--- config.mk ---
export PLATFORM = sky130hd
export DESIGN_NAME = fetch_stage
export DESIGN_NICKNAME = d
export VERILOG_FILES = /design/src/rtl/fetch_stage.sv
export SDC_FILE = /design/constraint.sdc
export NUM_CORES = 1
export LEC_CHECK = 0
export CORE_MARGIN = 5
export CORE_UTILIZATION = 50
export CTS_CLUSTER_SIZE = 8
export DETAILED_ROUTE_END_ITERATION = 16
export PLACE_DENSITY = 0.8
export SLEW_MARGIN = 15
export SYNTH_ARGS = -nofsm -noshare
export SYNTH_HDL_FRONTEND = slang
export SYNTH_SLANG_ARGS = --single-unit
--- constraint.sdc ---
create_clock -name clk -period 1.9 [get_ports clk]
set_input_delay 0.38 -clock clk [delete_from_list [all_inputs] [get_ports clk]]
set_output_delay 0.38 -clock clk [all_outputs]
set_load 0.01 [all_outputs]
--- src/rtl/fetch_stage.sv ---
// fetch_stage: single-issue instruction fetch with a one-entry skid buffer.
//
// Ports:
//   clk, rst          - clock, synchronous active-high reset
//   redirect/_pc      - taken branch/jump; reload pc (bit 0 forced to 0)
//   stall             - decode cannot take if_instr this cycle
//   halt              - decode holds HALT; stop fetching until reset
//   imem_rd/_addr     - instruction memory request; address is always pc
//   imem_data/_done   - returned instruction, valid when imem_done=1
//   imem_err          - memory fault, qualified by imem_done
//   if_valid/_instr/_next_pc - fetched instruction and its address + 2
//   err               - sticky fault (memory fault or odd redirect target)
module fetch_stage (
  input  logic        clk,
  input  logic        rst,
  input  logic        redirect,
  input  logic [15:0] redirect_pc,
  input  logic        stall,
  input  logic        halt,
  output logic        imem_rd,
  output logic [15:0] imem_addr,
  input  logic [15:0] imem_data,
  input  logic        imem_done,
  input  logic        imem_err,
  output logic        if_valid,
  output logic [15:0] if_instr,
  output logic [15:0] if_next_pc,
  output logic        err
);

  typedef enum logic [1:0] {S_REQ, S_HOLD, S_HALTED} state_t;

  typedef struct packed {
    logic [15:0] instr;
    logic [15:0] next_pc;
  } fetch_ent_t;

  state_t      state;
  logic [15:0] pc;
  fetch_ent_t  out_ent;
  fetch_ent_t  skid;
  logic [15:0] pc_inc;

  // Wraps modulo 2^16 naturally.
  assign pc_inc     = pc + 16'd2;

  assign imem_rd    = (state == S_REQ);
  assign imem_addr  = pc;
  assign if_instr   = out_ent.instr;
  assign if_next_pc = out_ent.next_pc;

  always_ff @(posedge clk) begin
    if (rst) begin
      state    <= S_REQ;
      pc       <= '0;
      if_valid <= 1'b0;
      out_ent  <= '0;
      skid     <= '0;
      err      <= 1'b0;
    end else if (halt) begin
      // halt wins over everything else; pc is frozen where it is.
      state    <= S_HALTED;
      if_valid <= 1'b0;
    end else begin
      case (state)
        S_REQ: begin
          if (redirect) begin
            // Same-cycle imem_data belongs to the wrong path: dropped.
            pc       <= {redirect_pc[15:1], 1'b0};
            if_valid <= 1'b0;
            skid     <= '0;
            if (redirect_pc[0]) err <= 1'b1;
          end else if (imem_done) begin
            if (imem_err) err <= 1'b1;
            pc <= pc_inc;
            if (!stall || !if_valid) begin
              out_ent  <= '{instr: imem_data, next_pc: pc_inc};
              if_valid <= 1'b1;
            end else begin
              // Decode is blocked on a live instruction: park this one.
              skid  <= '{instr: imem_data, next_pc: pc_inc};
              state <= S_HOLD;
            end
          end else if (!stall) begin
            if_valid <= 1'b0;
          end
        end
        S_HOLD: begin
          if (redirect) begin
            pc       <= {redirect_pc[15:1], 1'b0};
            if_valid <= 1'b0;
            skid     <= '0;
            state    <= S_REQ;
            if (redirect_pc[0]) err <= 1'b1;
          end else if (!stall) begin
            out_ent  <= skid;
            if_valid <= 1'b1;
            state    <= S_REQ;
          end
        end
        S_HALTED: ;  // only reset leaves
        default:  state <= S_REQ;
      endcase
    end
  end

endmodule

# Word-level counts from Yosys, hierarchy flattened
# Index checks and enable logic that the tools add are counted.
[op_classes] addsub=1 n_eq_ne=20 mux=35 bitwise_logic=2 n_reduce_logical=13
[op_table] cell="$mux 32" n=9
[op_table] cell="$pmux 32 s2" n=2
[op_table] cell="$mux 16" n=3
[op_table] cell="$pmux 16 s2" n=1
[op_table] cell="$reduce_and 5->1" n=4
[op_table] cell="$add 16x2->16 const B" n=1
[op_table] cell="$mux 2" n=6
[op_table] cell="$ne 2x2->1 const B" n=6
[op_table] cell="$ne 3x3->1 const B" n=4
[op_table] cell="$mux 1" n=11
[op_table] cell="$ne 3x2->1 const B" n=3
[op_table] cell="$ne 4x3->1 const B" n=2
[op_table] cell="$reduce_and 4->1" n=2
[op_table] cell="$reduce_and 7->1" n=1
[op_table] cell="$pmux 2 s3" n=1
[op_table] cell="$ne 2x1->1 const B" n=2
[op_table] cell="$ne 4x4->1 const B" n=1
[op_table] cell="$pmux 1 s2" n=2
[op_table] cell="$eq 2x1->1 const B" n=1
[op_table] cell="$eq 2x2->1 const B" n=1
[op_table] cell="$logic_not 1->1" n=2
[op_table] cell="$logic_not 2->1" n=1
[op_table] cell="$not 1->1" n=2
[op_table] cell="$reduce_bool 2->1" n=1
[op_table] cell="2 further kinds" n=2
[word_totals] regBits=84 input_bits=39 word_cells=80

# Logic depth before layout (Yosys ltp)
# Gate-level depths: netlist (run 1).
[depth] word_depth=7 mapped_depth=8 mapped_depth_nobuf=6

# Least setup slack after synthesis (run 1)
# Ideal clock, no wire load.
[synth_path] kind="register to register" start="register pc[1], in the netlist imem_addr[1]" end="register skid[13] (netlist name)" setup_ns=0.070 arrival_time_ns=1.725 required_time_ns=1.830 slack_ns=0.105 stages_incl_launch_ff=8 n_path_buf=1 cell_sequence="dfxtp_1 ha_1 clkbuf_1 inv_1 nor4_1 xor2_1 nand3_1 a21oi_1"
[synth_between] elab_chain_len=5
[synth_lines] item="from (decl)" line="39" text="logic [15:0] pc;"
[synth_lines] item="from (signal assigned)" line="69" text="pc <= {redirect_pc[15:1], 1'b0};"
[synth_lines] item="from (signal assigned)" line="75" text="pc <= pc_inc;"
[synth_lines] item="from (signal assigned)" line="90" text="pc <= {redirect_pc[15:1], 1'b0};"
[synth_lines] item="$add 16x2->16" line="45" text="assign pc_inc = pc + 16'd2;"
[synth_lines] item="$mux 32" line="76" text="if (!stall || !if_valid) begin"
[synth_lines] item="$mux 32" line="73" text="end else if (imem_done) begin"
[synth_lines] item="$mux 32" line="67" text="if (redirect) begin"
[synth_lines] item="$pmux 32 s2" line="65" text="case (state)"
[synth_lines] item="to (signal assigned)" line="81" text="skid <= '{instr: imem_data, next_pc: pc_inc};"
[synth_lines] item="to (decl)" line="41" text="fetch_ent_t skid;"
# Every way passes these cells. The select of a mux whose other input is x is not followed.
# A chain may end at the register's enable or synchronous reset.

# Worst setup path after layout (run 1)
[layout_path] start="register pc[7], in the netlist imem_addr[7]" end="output port imem_addr[7]"
[layout_rtl] item="to (decl)" line="21" text="output logic [15:0] imem_addr,"
# No word-level cell between the ends.

==> results of run 1 <==
-- per-layer routing --
layer / vias up / share of wire, %
met5: - / 0
met4: 0 / 2.2
met3: 26 / 6.7
met2: 163 / 48
met1: 1845 / 43
li1: 1913 / -
-- worst register-to-register path, stage by stage (launching register included) --
cell and delay [ps]:
dfxtp_2 370, o21a_1 210, buf_4 140, nor4_4 310
buf_12 200, buf_4 140, nor2_1 40, a311oi_1 240
-- how the worst max path moves through the flow --
stage | start | endpoint | slack (ps) | cells past startpoint
finish | imem_addr[7] | imem_addr[7] | 50 | 2
CTS | imem_addr[7] | imem_addr[7] | 50 | 2
global placement | halt | if_next_pc[11] | -240 | 5
detailed placement | halt | if_instr[10] | -290 | 8
global route | halt | if_instr[7] | 1 | 8
floorplan | imem_addr[1] | skid[13] | 100 | 7
-- sequential cells by signal (all words and copies together) (netlist names) --
register	cells
err	1
if_instr	16
if_next_pc	16
if_valid	1
imem_addr	15
skid	32
state	2
-- layout make-up --
cell class                 instances  area [sq um]
tap                               99           124
timing repair buffer             141          1410
inverter                           3          11.3
clock buffer                       9           124
sequential                        83          1660
multi-input combinational        356          1930
clock inverter                     7           100
fill                             556          1960
-- through the flow --
stage | TNS [ps] | power, W | std cells
3_3_place_gp | -10480 | 0.00245 | 681
4_1_cts | 0 | 0.00388 | 697
3_5_place_dp | -14190 | 0.00247 | 681
5_1_grt | 0 | 0.00402 | 698
2_1_floorplan | 0 | 0.00213 | 486
6_report | 0 | 0.00386 | 698
-- cells by family (layout without fill, tap and decap cells) --
family | count (synthesis) | in the layout | share of synthesized area (%)
compound gates | 132 | 132 | 22.0
xor+xnor | 13 | 13 | 2.98
fa+ha+maj | 1 | 1 | 0.328
buf+inv | 47 | 160 | 6.00
flops | 83 | 83 | 43.5
other cells | 1 | 1 | 0.0982
simple gates | 209 | 209 | 25.1
-- cell usage after synthesis, drive strengths merged (2+ instances only) --
cell	n	share of area, %
nand2b	7	1.1
o211ai	8	1.7
nor2	47	4.6
nand3b	3	0.59
clkbuf	23	2.3
nor3	10	1.3
and2	3	0.49
a311oi	17	3.9
dfxtp	83	44
a211oi	4	1.0
nand2	88	8.7
and4	2	0.46
a22oi	3	0.59
xnor2	6	1.4
inv	3	0.29
nand3	32	4.2
a21o	6	1.2
nand4	5	0.82
o31ai	2	0.39
xor2	7	1.6
o21a	5	0.98
o21ai	23	3.0
a21oi	57	7.6
o32ai	2	0.46
or3	2	0.33
nor4	5	1.4
buf	21	3.4
-- timing repair --
action / 4_1_cts / 5_1_grt
pin swaps: 0 / 1
cloned: 0 / 0
buffers inserted: 0 / 1
hold buffers: 0 / 0
endpoints found under the hold margin: 0 / 0
endpoints found under the setup margin: 1 / 3
resized for setup: 2 / 2
-- placed cells by master (no fill, tap or decap), types with 7 or more instances in the layout --
cell / netlist / layout
nand3_1: 32 / 32
nand2b_1: 7 / 7
a311oi_1: 17 / 17
xor2_1: 7 / 7
nor3_1: 10 / 10
clkdlybuf4s50_1: 0 / 85
nand2_1: 88 / 88
dfxtp_1: 83 / 82
a21oi_1: 56 / 56
o211ai_1: 7 / 7
nor2_1: 47 / 45
buf_4: 4 / 42
buf_12: 0 / 11
o21ai_0: 17 / 17
clkbuf_8: 0 / 9
-- power by group --
group          internal, W  switching [W]
clock network     0.000752       0.000676
registers          0.00179      0.0000427
logic             0.000314       0.000286
total              0.00286        0.00100
==> impl_metrics.ini, run 1 <==
[clocking]
clock_latency_ps = 350
h-tree-depth = 3
clk_pin_slew_ps = 90
clkSinkCount = 83
tritoncts = built
clockRootBuffer = clkbuf_8
cts_buffers = 9
clock_path_buffers = 2

[critical_path]
cp_top_family = buffers and inverters
crit_chain = buf_4, clkdlybuf4s50_1
critPathMaxFanout = 7
worstSetupEndpointType = primary output
worstPathRequired_ps = 1520
r2r-start = state[0]
critPathMaxStageDelay_ps = 550
r2r_end = if_instr[1]
cp.arrival_ps = 1470
start_kind = flop
worstRegToRegCells = 7
path_buf_inv = 2
r2r_slack_ps = 170
cpMaxStageDelayCell = clkdlybuf4s50_1
crit_type = reg2out

[yosys]
ys_warn_count = 0
netlist_instances = 486
ys_ff_latch = 83
synth_edf_count = 0
syn_nets = 526
synth_area_per_cell_sq_um = 7.85
ys_seq_area_share_pct = 43.5
yosysUniqueCellTypes = 49
syn_area_sq_mm = 0.00382
ys.flop_type = dfxtp_1
async_flop_share_pct = 0

[grt]
grt_pass1_wl_mm = 18.3
antenna_found_initial = 0
grt_pass1_vias = 4025
use_met2_pct = 37.8
grt.busiest_layer = met2
grt_max_degree = 53
grt_remaining_overflow = 0
grt_usage_pct = 22.9
grt_util_met3_pct = 5.38
grtUsageMet1_pct = 28.2

[worst_hold_path]
hp-class = in2reg
hold_end = imem_addr[15]
worstHoldStart = rst
min_path_cells = 2

[place]
place_ws_ps = -295
gp_congestion = 0.840
dpl.hpwl_mm = 7.81
port_buffers = 88
place_area_sq_mm = 0.00513

[routing]
ant_nets = 0
avgViaCountPerCell = 5.65
vias = 3947
wl_mm = 11.1
routedWlPerCell_microns = 15.9
drt_iter0_drc = 249
dr.pass1.iters = 5
drcViolationCount = 0

[power]
ir_drop_mv = 0.427
p_per_area_mw_per_mm2 = 720
p_leak_nw = 1.93

[floorplan]
io_pins = 90
dieArea_sq_mm = 0.00948
die_x_microns = 97.4
die_h_microns = 97.4
core_area_sq_mm = 0.00733
start_util_pct = 52.1
row_count = 31

[finish]
area_growth_pct = 40.6
diodes = 0
drive_gt1_share_pct = 13.9
fin_area_sq_mm = 0.00537
layout.nets = 634
fin_util_pct = 73.2

[timing]
finalCritPeriodShare_pct = 97.5
setup_ws_ps = 48.0
fin_skew_ps = 6.59
finalHoldViolations = 0
period_needed_ps = 1850
rsz0062_at_grt = no
fmax_ghz = 0.540
fin_hold_ws_ps = 428
setup_viol = 0
slew_violations = 0

[status]
status = finished, final reports clean

[job]
maxCapViolCount = 0
(Power assumes the default switching activity.)
==> run 2: changes to the inputs <==
--- a/config.mk
+++ b/config.mk
@@ -7,6 +7,7 @@
 export LEC_CHECK = 0
 export CORE_MARGIN = 5
 export CORE_UTILIZATION = 50
+export CTS_CLUSTER_DIAMETER = 200
 export CTS_CLUSTER_SIZE = 8
 export DETAILED_ROUTE_END_ITERATION = 16
 export PLACE_DENSITY = 0.8
==> results of run 2 <==
The final DEF is identical to that of run 1; final timing and power are the same.
